[src/rtl/gpr_pkg.sv]
// Shared widths, write-back request type and arbiter pointer encoding for the GPR write path.
// Pure declarations, no logic.
// Used by both the per-producer slot buffer and the write-back top.
package gpr_pkg;

    localparam int REGISTER_NUM = 32;
    localparam int ADDR_WIDTH   = 5;
    localparam int DATA_WIDTH   = 64;

    // One pending register write: destination index plus value
    typedef struct packed {
        logic [ADDR_WIDTH-1:0] rd;
        logic [DATA_WIDTH-1:0] data;
    } wb_req_t;

    // Round-robin pointer: which producer wins when both slots hold a result
    typedef enum logic {
        RR_ALU = 1'b0,
        RR_LSU = 1'b1
    } rr_sel_e;

endpackage

[src/rtl/wb_slot.sv]
// One-entry valid/ready buffer holding a single write-back result for one producer.
// Latency: accepted result is visible on out_* the cycle after the handshake edge.
// Backpressure: ready while empty, or while full and being granted this cycle (back-to-back refill).
module wb_slot
    import gpr_pkg::*;
(
    input  logic                  clk,
    input  logic                  rst,
    input  logic                  in_valid,
    output logic                  in_ready,
    input  logic [ADDR_WIDTH-1:0] in_rd,
    input  logic [DATA_WIDTH-1:0] in_data,
    input  logic                  grant,
    output logic                  full,
    output logic [ADDR_WIDTH-1:0] out_rd,
    output logic [DATA_WIDTH-1:0] out_data
);

    wb_req_t r_req;
    logic    r_full;

    // The slot frees itself in the same cycle it drains, so a new result can land on that edge
    assign in_ready = ~r_full | grant;
    assign full     = r_full;
    assign out_rd   = r_req.rd;
    assign out_data = r_req.data;

    // Capture on handshake; otherwise empty when the arbiter takes the entry
    always_ff @(posedge clk or posedge rst) begin
        if (rst) begin
            r_full <= 1'b0;
            r_req  <= '0;
        end else if (in_valid && in_ready) begin
            r_full     <= 1'b1;
            r_req.rd   <= in_rd;
            r_req.data <= in_data;
        end else if (grant) begin
            r_full <= 1'b0;
        end
    end

endmodule

[src/rtl/gpr_writeback.sv]
// Sole writer of the GPR file: buffers ALU and LSU results, round-robin arbitrates onto one write port, tracks busy registers.
// Latency: accept at edge N -> rf_w* valid after edge N+1 (regfile writes at edge N+2) when uncontended.
// Backpressure: per-producer ready drops only while its slot is full and losing arbitration.
module gpr_writeback
    import gpr_pkg::*;
(
    input  logic                  clk,
    input  logic                  rst,
    input  logic                  alu_valid,
    output logic                  alu_ready,
    input  logic [ADDR_WIDTH-1:0] alu_rd,
    input  logic [DATA_WIDTH-1:0] alu_data,
    input  logic                  lsu_valid,
    output logic                  lsu_ready,
    input  logic [ADDR_WIDTH-1:0] lsu_rd,
    input  logic [DATA_WIDTH-1:0] lsu_data,
    input  logic                  iss_valid,
    input  logic [ADDR_WIDTH-1:0] iss_rd,
    input  logic [ADDR_WIDTH-1:0] rs1_addr,
    output logic                  rs1_busy,
    input  logic [ADDR_WIDTH-1:0] rs2_addr,
    output logic                  rs2_busy,
    output logic                  rf_wen,
    output logic [ADDR_WIDTH-1:0] rf_waddr,
    output logic [DATA_WIDTH-1:0] rf_wdata
);

    logic                    w_alu_full, w_lsu_full;
    logic                    w_alu_grant, w_lsu_grant;
    logic [ADDR_WIDTH-1:0]   w_alu_rd, w_lsu_rd;
    logic [DATA_WIDTH-1:0]   w_alu_data, w_lsu_data;

    rr_sel_e                 r_rr;
    logic                    r_rf_wen;
    logic [ADDR_WIDTH-1:0]   r_rf_waddr;
    logic [DATA_WIDTH-1:0]   r_rf_wdata;
    logic [REGISTER_NUM-1:0] r_busy;

    wb_slot u_alu_slot (
        .clk      (clk),
        .rst      (rst),
        .in_valid (alu_valid),
        .in_ready (alu_ready),
        .in_rd    (alu_rd),
        .in_data  (alu_data),
        .grant    (w_alu_grant),
        .full     (w_alu_full),
        .out_rd   (w_alu_rd),
        .out_data (w_alu_data)
    );

    wb_slot u_lsu_slot (
        .clk      (clk),
        .rst      (rst),
        .in_valid (lsu_valid),
        .in_ready (lsu_ready),
        .in_rd    (lsu_rd),
        .in_data  (lsu_data),
        .grant    (w_lsu_grant),
        .full     (w_lsu_full),
        .out_rd   (w_lsu_rd),
        .out_data (w_lsu_data)
    );

    // A lone full slot always wins; with both full the pointer decides
    assign w_alu_grant = w_alu_full & (~w_lsu_full | (r_rr == RR_ALU));
    assign w_lsu_grant = w_lsu_full & (~w_alu_full | (r_rr == RR_LSU));

    // Pointer only moves on real contention, and then points at the loser
    always_ff @(posedge clk or posedge rst) begin
        if (rst) begin
            r_rr <= RR_ALU;
        end else if (w_alu_full && w_lsu_full) begin
            r_rr <= (r_rr == RR_ALU) ? RR_LSU : RR_ALU;
        end
    end

    // Write port register; x0 results still consume a grant but never raise the enable
    always_ff @(posedge clk or posedge rst) begin
        if (rst) begin
            r_rf_wen   <= 1'b0;
            r_rf_waddr <= '0;
            r_rf_wdata <= '0;
        end else if (w_alu_grant) begin
            r_rf_wen   <= (w_alu_rd != '0);
            r_rf_waddr <= w_alu_rd;
            r_rf_wdata <= w_alu_data;
        end else if (w_lsu_grant) begin
            r_rf_wen   <= (w_lsu_rd != '0);
            r_rf_waddr <= w_lsu_rd;
            r_rf_wdata <= w_lsu_data;
        end else begin
            r_rf_wen   <= 1'b0;
        end
    end

    // Busy scoreboard: clear on the regfile write edge, set on issue; the later set wins a same-index race
    always_ff @(posedge clk or posedge rst) begin
        if (rst) begin
            r_busy <= '0;
        end else begin
            if (r_rf_wen) begin
                r_busy[r_rf_waddr] <= 1'b0;
            end
            if (iss_valid && (iss_rd != '0)) begin
                r_busy[iss_rd] <= 1'b1;
            end
        end
    end

    assign rs1_busy = (rs1_addr != '0) & r_busy[rs1_addr];
    assign rs2_busy = (rs2_addr != '0) & r_busy[rs2_addr];

    assign rf_wen   = r_rf_wen;
    assign rf_waddr = r_rf_waddr;
    assign rf_wdata = r_rf_wdata;

endmodule

[config.mk]
export PLATFORM = sky130hd
export DESIGN_NAME = gpr_writeback
export DESIGN_NICKNAME = d
export VERILOG_FILES = /design/src/rtl/gpr_pkg.sv /design/src/rtl/wb_slot.sv /design/src/rtl/gpr_writeback.sv
export SDC_FILE = /design/constraint.sdc
export NUM_CORES = 1
export LEC_CHECK = 0
export ABC_AREA = 1
export BUFFER_PORTS_ARGS = -buffer_cell sky130_fd_sc_hd__buf_2
export CORE_MARGIN = 2
export CORE_UTILIZATION = 30
export CTS_BUF_LIST = sky130_fd_sc_hd__clkbuf_4 sky130_fd_sc_hd__clkbuf_8 sky130_fd_sc_hd__clkbuf_16
export DETAILED_ROUTE_END_ITERATION = 12
export HOLD_SLACK_MARGIN = 0.15
export SYNTH_ARGS = -nofsm -noshare
export SYNTH_HDL_FRONTEND = slang
export SYNTH_HIERARCHICAL = 1
export SYNTH_SLANG_ARGS = --single-unit
export TNS_END_PERCENT = 5
[constraint.sdc]
create_clock -name clk -period 9.2 [get_ports clk]
set_input_delay 0.92 -clock clk [delete_from_list [all_inputs] [get_ports clk]]
set_output_delay 0.92 -clock clk [all_outputs]
set_load 0.02 [all_outputs]
# After elaboration in Yosys (flattened, before gate mapping)
# Index checks and enable logic that the tools add are counted.
# W data, S select, Z words.
dict set report totals {
  output_inout_bits 74
  word_cells 66
  input_bits 158
  regBits 243
}
dict set report op_classes {
  mux 21
  n_bitwise 14
  n_reduce_logical 14
  n_lt_le_gt_ge 6
}
# cell n
set ops {}
lappend ops {{$mux W64} 2}
lappend ops {{$mux W32} 2}
lappend ops {{$and A32 B32 Y32} 1}
lappend ops {{$not A32 Y32} 1}
lappend ops {{$or A32 B32 Y32} 1}
lappend ops {{$reduce_bool A5 Y1} 5}
lappend ops {{$lt A5 B6 Y1 const B} 4}
lappend ops {{$mux W1} 11}
lappend ops {{$bmux W1 S5} 2}
lappend ops {{$demux W1 S5} 2}
lappend ops {{$ge A5 B1 Y1 const B} 2}
lappend ops {{$mux W5} 2}
lappend ops {{$logic_and A1 B1 Y1} 6}
lappend ops {{$reduce_bool A2 Y1} 3}
lappend ops {{$and A1 B1 Y1} 4}
lappend ops {{$or A1 B1 Y1} 4}
lappend ops {{$not A1 Y1} 3}

# Logic depth before layout (Yosys ltp)
dict set report logic_depth {
  word_depth 9
  depth_mapped 12
  mapped_depth_nobuf 10
}

# Cells and area by module
# Netlist, hierarchy kept.
# module seq_area_each_um2 instances area_each_um2 cells_each
set by_module_without_submodules {}
lappend by_module_without_submodules {wb_slot 1751.7 2 2813.9 304}
lappend by_module_without_submodules {gpr_writeback 2577.5 1 5549.1 734}

# Worst setup path before layout
# OpenSTA, ideal clock, no wires.
dict set report synth_path {
  kind {input to output}
  startpoint {in rs1_addr[0]}
  endpoint {out rs1_busy}
  path_stages 11
  required_time_ns 8.280
  path_slack_ns 6.552
  t_arrival_ns 1.728
  path_buffers 2
  path_cell_list {buf_6 > buf_4 > nand2_1 > nand3_1 > nand2_1 > nand2_1 > nand2_1 > inv_1 > nand2_1 > nand2_1 > nand2_1}
}
dict set report synth_between {
  elab_chain_cells 3
  word_cells_on_any_way 4
  cone_classes {mux: 2; bitwise: 1; reduce/logical: 1}
}
# element line
set synth_lines {}
lappend synth_lines {{from (decl)} gpr_writeback.sv:19} ;# input logic [ADDR_WIDTH-1:0] rs1_addr,
lappend synth_lines {{$bmux W1 S5} gpr_writeback.sv:111} ;# assign rs1_busy = (rs1_addr != '0) & r_busy[rs1_addr];
lappend synth_lines {{$mux W1 (not written as such)} gpr_writeback.sv:111}
lappend synth_lines {{$and A1 B1 Y1 *} gpr_writeback.sv:111}
lappend synth_lines {{to (decl)} gpr_writeback.sv:20} ;# output logic rs1_busy,
# Every way passes the cells marked *; elsewhere a longest branch is shown, timed or not. The select of a mux whose other input is x is not followed.

# Worst setup path in the final report
dict set report layout_path {
  startpoint {reg u_alu_slot.r_full, in the netlist u_alu_slot/full}
  endpoint {out alu_ready}
}
dict set report layout_between {
  elab_chain_cells 2
  word_cells_on_any_way 3
  cone_classes {bitwise: 3}
}
# element line
set layout_lines {}
lappend layout_lines {{from (decl)} wb_slot.sv:20} ;# logic r_full;
lappend layout_lines {{from (signal assigned)} wb_slot.sv:31} ;# r_full <= 1'b0;
lappend layout_lines {{from (signal assigned)} wb_slot.sv:34} ;# r_full <= 1'b1;
lappend layout_lines {{from (signal assigned)} wb_slot.sv:38} ;# r_full <= 1'b0;
lappend layout_lines {{$and A1 B1 Y1 or $not A1 Y1 (tied branches)} {gpr_writeback.sv:66, wb_slot.sv:23}}
lappend layout_lines {{$or A1 B1 Y1 *} wb_slot.sv:23} ;# assign in_ready = ~r_full | grant;
lappend layout_lines {{to (decl)} gpr_writeback.sv:10} ;# output logic alu_ready,
# Every way passes the cells marked *; elsewhere a longest branch is shown, timed or not.

==> out/metrics.cfg <==
[global_routing]
antenna_found_initial=12
grt_usage=0.176
grt_pass1_vias=9801
grt_max_degree=78
overflow=0
grt_pass1_wl_microns=54800

[place]
post_dp_cell_area_sq_um=12400
gp_congestion=0.888
dpl.hpwl_microns=22100
io_buffers=231

[timing]
skew_ns=0.0142
slew_violations=0
fin_tns_setup_ns=0
min_period_ns=3.77
rsz0062_at_grt=false
setup_viol=0
maxSlewHeadroom=0.300
worst_pin_slew_ns=1.05
hold_viol=0
hold_ws_ns=0.419
fmax_mhz=265
min_period_over_period=0.410

[yosys]
syn-num-nets=1500
ys_ff_latch=243
synth_top_area_cell=dfrtp_1
synth.distinct_cells=25
syn-instance-count=1342
yosysSeqAreaShare=0.544
synth_area_sq_um=11200
yosys.area.top_type_share=0.544
avgSynthCellArea_sq_um=8.33
synth_edf_count=0
netlist_top_cells_area=dfrtp_1 (54%), nand2_1 (13%), nand3_1 (12%), a21oi_1 (3.0%), buf_6 (2.9%)
synth-main-ff-cell=dfrtp_1
synthArstFlopShare=1.00
ys.warnings.count=6

[cells_and_area]
n_fill_cell=3867
final_area_sq_um=13300
layout_common_cells=nand2_1 (383), nand3_1 (261), dfrtp_1 (242)
drive_gt1_frac=0.200
mostFrequentLayoutCell=nand2_1
area_growth_pct=18.9
nets=1683
final_util=0.363

[setup_path]
reg2reg_depth=8
crit_arrival_ns=2.85
cp_data_required_time_ns=8.28
crit_type=reg2out
crit_path_end_kind=output port
startpoint_type=flip-flop
worstPathMaxFanout=72

[floorplan]
io_pins=232
row_count=70
die_x_microns=197
start_util=0.305
core_sq_um=36600
die_y_microns=197
dieArea_sq_um=38800

[cts]
cts_resized=0
cts.path.max_buffers=3
htreeDepth=1
root_buffer=clkbuf_16
cts-hold-fix-buffers=0
cts_made_buffers=27
clk_latency_ns=0.53
post_cts_buffers=0
clock_sinks=243
path_clk_slew_ns=0.06
cts_tree=yes

[drt]
drt-total-wl_microns=34400
viasPerCell=4.93
drtPass1Iterations=6
drt_iter0_markers=768
vias=9952
post_drt_wl_per_cell_microns=17.0
drc=0
antenna_left=0

[flow_run]
drv_cap=0

[power]
p_leak_nw=6.78
power_density_nw_per_um2=381
vdd_drop_max_mv=0.167

[status]
outcome=finished, final reports clean

[worst_hold_path]
hold_path_class=in2async

path summary, 6_finish.rpt:
kind	from	end	slack (ns)
worst min register to register	u_lsu_slot/out_data[29]$_DFFE_PP0P_	u_lsu_slot/out_data[29]$_DFFE_PP0P_	0.47
min in group clk	u_lsu_slot/out_data[29]$_DFFE_PP0P_	u_lsu_slot/out_data[29]$_DFFE_PP0P_	0.47
max in group asynchronous	rst	rf_wdata[35]$_DFFE_PP0P_	7.39
worst min-delay path	rst	rf_wdata[36]$_DFFE_PP0P_	0.42
worst max-delay path	u_alu_slot/full$_DFFE_PP0P_	alu_ready	5.43
worst max register to register	u_alu_slot/full$_DFFE_PP0P_	u_alu_slot/out_data[38]$_DFFE_PP0P_	6.03
registers in the layout, summed over array words and instances (netlist names), 5 cells and up:
register	flops
rf_wdata	64
u_alu_slot/out_rd	5
u_lsu_slot/out_data	64
u_alu_slot/out_data	64
r_busy	32
u_lsu_slot/out_rd	5
rf_waddr	5
report_power, final:
part	leakage [nW]	switching [mW]	total, mW	internal (mW)
sequential	2.94	0.342	1.94	1.60
clock	0.460	0.434	1.10	0.662
combinational	3.38	1.40	2.03	0.626
total	6.78	2.18	5.07	2.89
logic make-up after synthesis:
group                  share of synthesized area
buffers and inverters                     0.0795
AND/OR/NAND/NOR                            0.281
AO/OA/AOI/OAI                             0.0958
flip-flops                                 0.544
synthesized netlist by cell type (6+ instances only):
| library cell | instances |
|---|---|
| nand2_1 | 383 |
| nand3_1 | 261 |
| dfrtp_1 | 243 |
| nor2_1 | 77 |
| a21oi_1 | 68 |
| o21ai_0 | 64 |
| o21ai_1 | 64 |
| inv_1 | 63 |
| buf_2 | 46 |
| buf_6 | 29 |
| nor3_1 | 9 |
| buf_4 | 6 |
| clkbuf_1 | 6 |
through the flow:
step           std cells  worst slack (ns)  power (mW)
2_1_floorplan       1342              5.58        3.41
3_3_place_gp        1964              5.96        3.95
3_5_place_dp        1964              5.93        3.99
4_1_cts             2012              5.36        5.11
5_1_grt             2013              5.23        5.46
6_report            2017              5.43        5.07
critical path, cell delays in order (launching register included):
cell and delay [ns]:
dfrtp_2 0.38, buf_4 0.66, o21ai_2 0.17, inv_2 0.10
inv_1 0.06, nand2_4 0.59, buf_2 0.30
per-layer routing:
layer / wire [microns] / global-route usage / vias up
li1: - / - / 4775
met3: 2440 / 0.0348 / 59
met2: 15600 / 0.280 / 340
met5: 66 / 0 / -
met1: 15500 / 0.246 / 4768
met4: 728 / 0.0420 / 10
area by class of cell:
| cell class | instances | area, sq um | area share |
|---|---|---|---|
| diodes | 5 | 12.5 | 0.000941 |
| repair buffers | 242 | 1240 | 0.0932 |
| multi-input cells | 943 | 4210 | 0.317 |
| clock inverters | 8 | 90.1 | 0.00678 |
| well taps | 468 | 586 | 0.0441 |
| flip-flops and latches | 243 | 6080 | 0.458 |
| inverters | 68 | 265 | 0.0200 |
| clock buffers | 40 | 811 | 0.0610 |
No activity file was read; power rests on OpenSTA's default activity.
